**config.mk**
```make
export PLATFORM = sky130hd
export DESIGN_NAME = crc_stream_append
export DESIGN_NICKNAME = d
export VERILOG_FILES = /design/src/rtl/crc_pkg.sv /design/src/rtl/crc_stream_append_lfsr.sv /design/src/rtl/crc_stream_append.sv
export SDC_FILE = /design/constraint.sdc
export NUM_CORES = 1
export LEC_CHECK = 0
export ABC_CLOCK_PERIOD_IN_PS = 2300
export CORE_UTILIZATION = 40
export DETAILED_ROUTE_END_ITERATION = 8
export GPL_TIMING_DRIVEN = 0
export PLACE_DENSITY_LB_ADDON = 0.25
export SYNTH_ARGS = -nofsm -noshare
export SYNTH_HDL_FRONTEND = slang
export SYNTH_SLANG_ARGS = --single-unit
```
**constraint.sdc**
```tcl
create_clock -name clk -period 2.3 [get_ports clk]
set_clock_uncertainty 0.05 [all_clocks]
set_input_delay 0.345 -clock clk [delete_from_list [all_inputs] [get_ports clk]]
set_output_delay 0.345 -clock clk [all_outputs]
set_load 0.005 [all_outputs]
```
**src/rtl/crc_pkg.sv**
```systemverilog
// crc_pkg: shared FSM state type and standard USB CRC constants for the serial CRC engine.
package crc_pkg;
  typedef enum logic [1:0] {IDLE, DATA, TAIL} crc_state_t;
  localparam logic [4:0]  USB_CRC5_POLY  = 5'b00101;
  localparam logic [4:0]  USB_CRC5_RES   = 5'b01100;
  localparam logic [15:0] USB_CRC16_POLY = 16'h8005;
  localparam logic [15:0] USB_CRC16_RES  = 16'h800D;
endpackage

```
**src/rtl/crc_stream_append_lfsr.sv**
```systemverilog
// crc_lfsr: serial CRC shift register with data step, zero-fill tail shift and init reload.
module crc_lfsr
  import crc_pkg::*;
#(
  parameter int              CRC_W = 5,
  parameter logic [CRC_W-1:0] POLY = CRC_W'(USB_CRC5_POLY),
  parameter logic [CRC_W-1:0] INIT = '1
) (
  input  logic             clk,
  input  logic             rst_L,
  input  logic             step,
  input  logic             tail_shift,
  input  logic             init,
  input  logic             inb,
  output logic [CRC_W-1:0] crc
);
  logic fb;
  assign fb = crc[CRC_W-1] ^ inb;
  always_ff @(posedge clk or negedge rst_L)
    if (!rst_L) crc <= INIT;
    else if (init) crc <= INIT;
    else if (step) crc <= {crc[CRC_W-2:0], 1'b0} ^ (fb ? POLY : '0);
    else if (tail_shift) crc <= {crc[CRC_W-2:0], 1'b0};
endmodule

```
**src/rtl/crc_stream_append.sv**
```systemverilog
// crc_stream_append: serial CRC generator/appender and checker with pause propagation.
module crc_stream_append
  import crc_pkg::*;
#(
  parameter int               CRC_W    = 5,
  parameter logic [CRC_W-1:0] POLY     = CRC_W'(USB_CRC5_POLY),
  parameter logic [CRC_W-1:0] INIT     = '1,
  parameter logic             INV_OUT  = 1'b1,
  parameter logic [CRC_W-1:0] RESIDUAL = CRC_W'(USB_CRC5_RES)
) (
  input  logic clk,
  input  logic rst_L,
  input  logic check,
  input  logic inb,
  input  logic recving,
  input  logic pause_out,
  output logic pause_in,
  output logic outb,
  output logic sending,
  output logic crc_ok,
  output logic crc_err
);
  localparam int CNT_W = $clog2(CRC_W);
  crc_state_t       state;
  logic [CNT_W-1:0] cnt;
  logic             mode;
  logic [CRC_W-1:0] crc;
  logic             data_cyc, gen_tail, chk_end, last, tail_bit;
  assign data_cyc = recving & (state != TAIL);
  assign gen_tail = (state == DATA & !recving & !mode) | state == TAIL;
  assign chk_end  = state == DATA & !recving & mode;
  assign last     = state == TAIL & cnt == CNT_W'(CRC_W - 1);
  assign tail_bit = crc[CRC_W-1] ^ INV_OUT;
  // Gating with rst_L keeps every output low while reset is held, even if upstream keeps driving.
  assign outb     = rst_L & (data_cyc ? inb : gen_tail & tail_bit);
  assign sending  = rst_L & (data_cyc | gen_tail);
  assign pause_in = rst_L & (state == TAIL | pause_out);
  assign crc_ok   = rst_L & chk_end & (crc == RESIDUAL);
  assign crc_err  = rst_L & chk_end & (crc != RESIDUAL);
  crc_lfsr #(.CRC_W(CRC_W), .POLY(POLY), .INIT(INIT)) u_lfsr (
    .clk       (clk),
    .rst_L     (rst_L),
    .step      (data_cyc & !pause_out),
    .tail_shift(gen_tail & !pause_out & !last),
    .init      (chk_end | (last & !pause_out)),
    .inb       (inb),
    .crc       (crc)
  );
  // A paused first bit leaves the FSM in IDLE; the same bit is re-presented and taken later.
  always_ff @(posedge clk or negedge rst_L)
    if (!rst_L) begin
      state <= IDLE;
      cnt   <= '0;
      mode  <= 1'b0;
    end else begin
      case (state)
        IDLE: if (recving & !pause_out) begin
          state <= DATA;
          mode  <= check;
        end
        DATA: if (!recving & (mode | !pause_out)) begin
          state <= mode ? IDLE : TAIL;
          cnt   <= mode ? '0 : CNT_W'(1);
        end
        TAIL: if (!pause_out) begin
          state <= last ? IDLE : TAIL;
          cnt   <= last ? '0 : cnt + CNT_W'(1);
        end
        default: state <= IDLE;
      endcase
    end
endmodule

```
==> results of run 1 <==
## through the flow
stage | setup WS, ps | instances | util, % | instance area, µm² | hold slack, ps
2_1_floorplan | 843 | 69 | - | 696 | -0.591
3_3_place_gp | -194 | 94 | 51.7 | 806 | 440
3_5_place_dp | -228 | 94 | 51.7 | 806 | 441
4_1_cts | 10.9 | 99 | 54.1 | 843 | 157
5_1_grt | 108 | 102 | 56.0 | 873 | 121
6_report | 179 | 102 | 56.0 | 873 | 103
## worst max-delay path, delay by kind of cell (launching register included)
| kind | cells | cell delay (ps) |
|---|---|---|
| AO/OA/AOI/OAI | 1 | 120 |
| flip-flops | 1 | 450 |
| AND/OR/NAND/NOR | 2 | 250 |
| buffers and inverters | 2 | 640 |
## power breakdown
group / total [mW] / switching (mW) / leakage, nW / internal (mW)
Clock: 0.131 / 0.0637 / 0.0150 / 0.0670
Sequential: 0.397 / 0.0891 / 0.127 / 0.308
Combinational: 0.409 / 0.184 / 0.218 / 0.225
## cell usage after synthesis, types with 2 or more instances
cell type	n	area (µm²)
o21a_1	2	15.0
dfrtp_1	6	150
nor3b_2	2	25.0
nor3_1	3	15.0
nor2_1	2	7.51
o21ai_1	4	20.0
nand2_1	5	18.8
nand3_1	2	10.0
inv_1	4	15.0
dfstp_2	5	131
nand2b_1	5	31.3
ha_1	2	25.0
a21oi_2	3	26.3
o22a_1	4	35.0
## layer usage
layer  GRT usage (%)  vias up
li1                -      284
met1            23.4      268
met2            22.4       19
met3            3.75        2
met4            9.38        0
met5               0        -
## cell type report
cell class	instances	area (µm²)	area share [%]
Multi-Input combinational cell	53	404	46.3
Sequential cell	11	284	32.5
Timing Repair Buffer	13	119	13.6
Clock buffer	4	26.3	3.01
Tap cell	16	20.0	2.29
Inverter	4	15.0	1.72
Buffer	1	5.00	0.573
## sequential cells by signal (all words and copies together) (netlist names)
name / count
u_lfsr.crc: 5
state: 2
mode: 1
cnt: 3
## cell families after synthesis
logic type,Yosys count
AND/OR/NAND/NOR,27
AO/OA/AOI/OAI,20
flip-flops,11
buffers and inverters,5
XOR/XNOR,2
multiplexers,2
adder cells (fa/ha/maj),2
## worst max path at each step
stage / from / end / slack (ps) / depth (start not counted)
2_1_floorplan: state[1] / outb / 840 / 4
3_3_place_gp: recving / outb / -190 / 6
3_5_place_dp: recving / outb / -230 / 6
4_1_cts: state[1] / outb / 10 / 5
5_1_grt: state[1] / crc_err / 110 / 4
6_report: state[1] / sending / 180 / 5
## repair_timing
action                                 4_1_cts  5_1_grt
hold buffers                                 0        1
gates resized for setup                      3        6
pin swaps                                    1        1
setup endpoints to repair                    5        3
gates cloned                                 0        0
setup buffers                                1        2
endpoints found under the hold margin        0        6
## cell usage in the layout (no fill, tap or decap), types with 2 or more instances in the layout
cell type,n
a21oi_2,4
buf_4,3
clkbuf_4,3
clkdlybuf4s50_1,6
dfrtp_1,4
dfrtp_2,2
dfstp_2,5
ha_1,2
inv_1,4
nand2_1,5
nand2b_1,5
nand3_1,2
nor2_1,2
nor3_1,3
o21a_1,2
o21ai_1,4
o22a_1,4
==> summary.md, run 1 <==
| Metric | Value |
|---|---|
| Top layer used by detailed routing | `met4` |
| M1 WL | `between 600 and 700 µm` |
| Total power draw | `roughly 0.94 mW` |
| Final antenna-violating net count | `0` |
| Mux contribution to synthesized area | `about 3.8%` |
| Synth Area in Compound Gates | `about a fifth` |
| WL/cell | `~13 µm` |
| Synthesis warning total | `0` |
| Total core area | `around 0.0016 mm²` |
| Fin crit share | `just over 90%` |
| DRC Markers | `1` |
| Leak | `approximately 0.36 nW` |
| Maxcap violations | `0` |
| Met3 wire length | `around 89 µm` |
| Largest net degree at the start of global routing | `16` |
| Crit path launch type | `flop` |
| Die width | `between 40 and 50 µm` |
| Worst Setup End Kind | `output port` |
| Layout fillers | `145` |
| Fin nets | `95` |
| CP arrival | `roughly 1700 ps` |
| XOR/XNOR share of the synthesized area | `between 2 and 3%` |
| Mapped Nets | `between 70 and 80` |
| Worst-margin pin slew | `between 200 and 300 ps` |
| Post-synthesis sequential area ratio | `roughly two fifths` |
| Clk slew on worst S/H paths | `~70 ps` |
| Via/cell ratio | `roughly 5.6` |
| Mapped Cells | `69` |
| WL met2 | `between 500 and 600 µm` |
| Starting DRT DRC Count | `20` |
| CP max-delay cell | `clkdlybuf4s50_1` |
| Path depth of the worst reg2reg path | `4` |
| Number of global-route vias before repair | `512` |
| Post-synth EDFFs | `0` |
| Starting Density | `between 40% and 50%` |
| Clock tree from TritonCTS | `done` |
| Worst skew pair latency | `270 ps` |
| RR Startpoint | `state[1]` |
| IO buf count | `9` |
| First-pass GRT wire length | `between 2 and 2.5 mm` |
| Share of layout cells above drive strength 1 | `a little under a third` |
| Asr flop ratio synth | `100%` |
| Pwr per Cell Area | `1070 mW/mm²` |
| Initial antenna violation count | `0` |
| Total track usage | `between 15 and 20%` |
| Critical-path maximum fanout | `4` |
| Upper clock frequency limit | `~470 MHz` |
| First drt pass iteration count | `6` |
| Clock Tree Buf Depth | `2` |
| Synthesized area | `a little under 700 µm²` |
| Pins Over Slew Limit | `0` |
| Final worst path period need | `between 2000 and 2500 ps` |
| TritonCTS buffer count | `3` |
| R2r setup slk | `around 740 ps` |
| Gr ovfl total | `0` |
| Syn avg cell area | `10.1 µm²` |
| Area delta synth->final | `25.5%` |
| Vias | `around 570` |
| Failing checks | `design-rule violations` |
| Outcome | `complete, but fails checks` |
| I/O pins | `11` |
| Slew Limit Headroom | `roughly four fifths` |
| Antenna cells | `0` |
| Die height | `between 40 and 50 µm` |
| WP data required | `between 1500 and 2000 ps` |
| Capturing point of the worst reg2reg path | `u_lfsr.crc[0]` |
| Min-delay worst type | `primary input to async pin` |
| Routability cong. | `just under 0.8` |
| DP HPWL | `961 µm` |
| Register bit total from synthesis | `11` |
| CTS Root Cell | `clkbuf_4` |
| Unrepaired setup endpoints after global routing | `false` |
| Crit path cell chain | `buf_4 > nand2b_1 > nor2_1 > o31a_1 > clkdlybuf4s50_1` |
| Setup violators final | `0` |
| Post-synth cell types | `34` |
| Clk sinks | `11` |
| CP Class | `flop to output port` |
| H-tree Lvls | `1` |
| Main combinational cell family by area after synthesis | `simple AND/OR/NAND/NOR gates` |
| Peak supply drop | `between 0.0004 and 0.0005 V` |
| Adder-Cell Fraction of Synth Area | `3.60%` |
| Slowest cell delay on critical path | `around 500 ps` |
| Final Hold Fails | `0` |
| Die Footprint | `~0.0019 mm²` |
| Synth Flop Type | `dfrtp_1` |
| Num rows | `14` |
| TNS Setup | `0 ps` |
| Simple logic cell fraction of the synthesized area | `around a quarter` |
| Routed Wire Length | `between 1 and 1.5 mm` |
Power figures use the tool's default switching activity.
==> run 2: changes to the inputs <==
--- a/config.mk
+++ b/config.mk
@@ -5,7 +5,7 @@
 export SDC_FILE = /design/constraint.sdc
 export NUM_CORES = 1
 export LEC_CHECK = 0
-export ABC_CLOCK_PERIOD_IN_PS = 2300
+export ABC_CLOCK_PERIOD_IN_PS = 2000
 export CORE_UTILIZATION = 40
 export DETAILED_ROUTE_END_ITERATION = 8
 export GPL_TIMING_DRIVEN = 0
==> constraint.sdc (replaced) <==
create_clock -name clk -period 2 [get_ports clk]
set_clock_uncertainty 0.05 [all_clocks]
set_input_delay 0.3 -clock clk [delete_from_list [all_inputs] [get_ports clk]]
set_output_delay 0.3 -clock clk [all_outputs]
set_load 0.005 [all_outputs]
==> run 2 against run 1 <==
Net effect: the flow still finishes with violations (design-rule violations); register-to-register slack worse by 260 ps; worst hold slack better by 51 ps; critical path depth up 1; clock power up 15%; final cell count up 3.9%; via count up 1.4%; critical path type unchanged; largest cell class unchanged.
==> summary.md, run 2 (same netlist as run 1, synthesis figures left out) <==
| Metric | Value |
|---|---|
| Number of global-route vias before repair | `535 (+4.5%)` |
| Clock tree from TritonCTS | `done` |
| Fin crit share | `95.4%` |
| TritonCTS buffer count | `3 (unchanged)` |
| CTS Root Cell | `clkbuf_4` |
| Starting Density | `44.6% (unchanged)` |
| Total core area | `0.00156 mm² (unchanged)` |
| Slowest cell delay on critical path | `400 ps (-90 ps)` |
| Fin area | `903 µm² (+3.4%)` |
| Num rows | `14 (unchanged)` |
| Maxcap violations | `0 (unchanged)` |
| CP arrival | `1560 ps (-170 ps)` |
| Top reg by flops | `u_lfsr.crc` |
| Antenna cells | `0 (unchanged)` |
| Crit-path most repeated cell | `buf_4` |
| Die Footprint | `0.00191 mm² (unchanged)` |
| R2r setup slk | `480 ps (-260 ps)` |
| Failing checks | `design-rule violations` |
| Fin nets | `99 (+4.2%)` |
| Setup violators final | `0 (unchanged)` |
| Most common cell after layout, fill and taps aside | `buf_4` |
| Layout fillers | `151 (+4.1%)` |
| Die height | `43.7 µm (unchanged)` |
| Clock Tree Buf Depth | `2 (unchanged)` |
| Crit path cell chain | `buf_4 > nor3b_4 > buf_4 > nand3_2 > nor2_1 > clkdlybuf4s15_1` |
| Critical-path maximum fanout | `3 (-1)` |
| Routability cong. | `0.794 (unchanged)` |
| CP Class | `flop to output port` |
| Util after Layout | `57.9% (+1.9 points)` |
| Outcome | `complete, but fails checks` |
| Most frequent cells in the layout | `buf_4, nand2b_1, nand2_1, dfstp_2` |
| First-pass GRT wire length | `2.35 mm (+5.2%)` |
| Peak supply drop | `0.000580 V (+16%)` |
| Worst skew pair latency | `270 ps (about the same)` |
| Final worst path period need | `between 1500 and 2000 ps` |
| Slew Limit Headroom | `81.7% (+0.13 points)` |
| Path depth of the worst reg2reg path | `4 (unchanged)` |
| Starting DRT DRC Count | `12 (-40%)` |
| Pins Over Slew Limit | `0 (unchanged)` |
| WL/cell | `13.1 µm (-1.2%)` |
| Upper clock frequency limit | `524 MHz` |
| Clk slew on worst S/H paths | `70 ps (about the same)` |
| Pwr per Cell Area | `1220 mW/mm² (+14%)` |
| Via/cell ratio | `5.48 (-2.4%)` |
| Final antenna-violating net count | `0 (unchanged)` |
| Capturing point of the worst reg2reg path | `u_lfsr.crc[0]` |
| DRC Markers | `1 (unchanged)` |
| Worst Setup End Kind | `output port` |
| Share of layout cells above drive strength 1 | `36.7% (+6.4 points)` |
| H-tree Lvls | `1 (unchanged)` |
| Clk sinks | `11 (unchanged)` |
| Final Hold Fails | `0 (unchanged)` |
| Leak | `0.383 nW (+6.5%)` |
| First drt pass iteration count | `6 (unchanged)` |
| WP data required | `1650 ps (-250 ps)` |
| Total track usage | `17.3% (+0.96 points)` |
| DP Area | `806 µm² (unchanged)` |
| CP max-delay cell | `dfrtp_2` |
| Area delta synth->final | `29.9%` |
| Vias | `581 (+1.4%)` |
| Crit path launch type | `flop` |
| RR Startpoint | `state[1]` |
| Initial antenna violation count | `0 (unchanged)` |
| I/O pins | `11 (unchanged)` |
| Die width | `43.7 µm (unchanged)` |
| Max reg flops | `5 (unchanged)` |
| Routed Wire Length | `1.39 mm (+2.7%)` |
| Largest regs | `u_lfsr.crc x5, cnt x3, state x2` |
| Min-delay worst type | `primary input to async pin` |
| IO buf count | `9 (unchanged)` |
| Largest net degree at the start of global routing | `11 (-5)` |
| Gr ovfl total | `0 (unchanged)` |
| DP HPWL | `961 µm (unchanged)` |
| Worst-margin pin slew | `273 ps (-1.95 ps)` |
| Unrepaired setup endpoints after global routing | `true` |
[run 2: where the power goes]
| part | total (mW) | switching, mW | internal (mW) |
|---|---|---|---|
| combinational | 0.505 | 0.227 | 0.278 |
| sequential | 0.449 | 0.0950 | 0.354 |
| clock | 0.151 | 0.0737 | 0.0771 |
| total | 1.10 | 0.396 | 0.709 |
[run 2: stage by stage]
step	hold slack, ps	setup TNS (ps)	total power, mW	setup slack, ps	std cells
after floorplan	-45.6	0	0.770	588	69
after global placement	440	-1700	0.874	-404	94
after detailed placement	441	-1770	0.881	-438	94
after CTS	168	0	1.09	1.40	104
after global routing	175	-4.51	1.19	-4.51	106
final	154	0	1.10	91.3	106
[run 2: worst max path at each step]
stage                     endpoint  cells after the start  slack (ps)  startpoint
after detailed placement      outb                      6        -440     recving
after CTS                     outb                      6           1    state[1]
after global routing        crc_ok                      6          -5    state[1]
after global placement        outb                      6        -400     recving
final                       crc_ok                      6          90    state[1]
after floorplan               outb                      4         590    state[1]
[run 2: metal layers]
layer	routed length [µm]	track usage [%]
met1	674	25.0
met2	621	23.9
met3	73	3.75
met4	18	9.38
met5	0	0
[run 2: final cells by class]
class | count | area (µm²) | area share, %
plain buffers | 1 | 5.00 | 0.554
clock buffers | 4 | 26.3 | 2.91
inverters | 4 | 15.0 | 1.66
multi-input cells | 53 | 409 | 45.3
flip-flops and latches | 11 | 284 | 31.4
well taps | 16 | 20.0 | 2.22
repair buffers | 17 | 144 | 15.9
[run 2: repair_timing]
action                                  4_1_cts  5_1_grt
endpoints found under the setup margin        5        2
hold buffers                                  1        0
pin swaps                                     3        3
gates resized for setup                      12        7
endpoints found under the hold margin         6        0
buffers inserted                              5        2
[run 2: critical path, delay by kind of cell, from the launching register on]
kind	cells	cell delay, ps
buf+inv	3	500
flops	1	400
simple gates	3	400
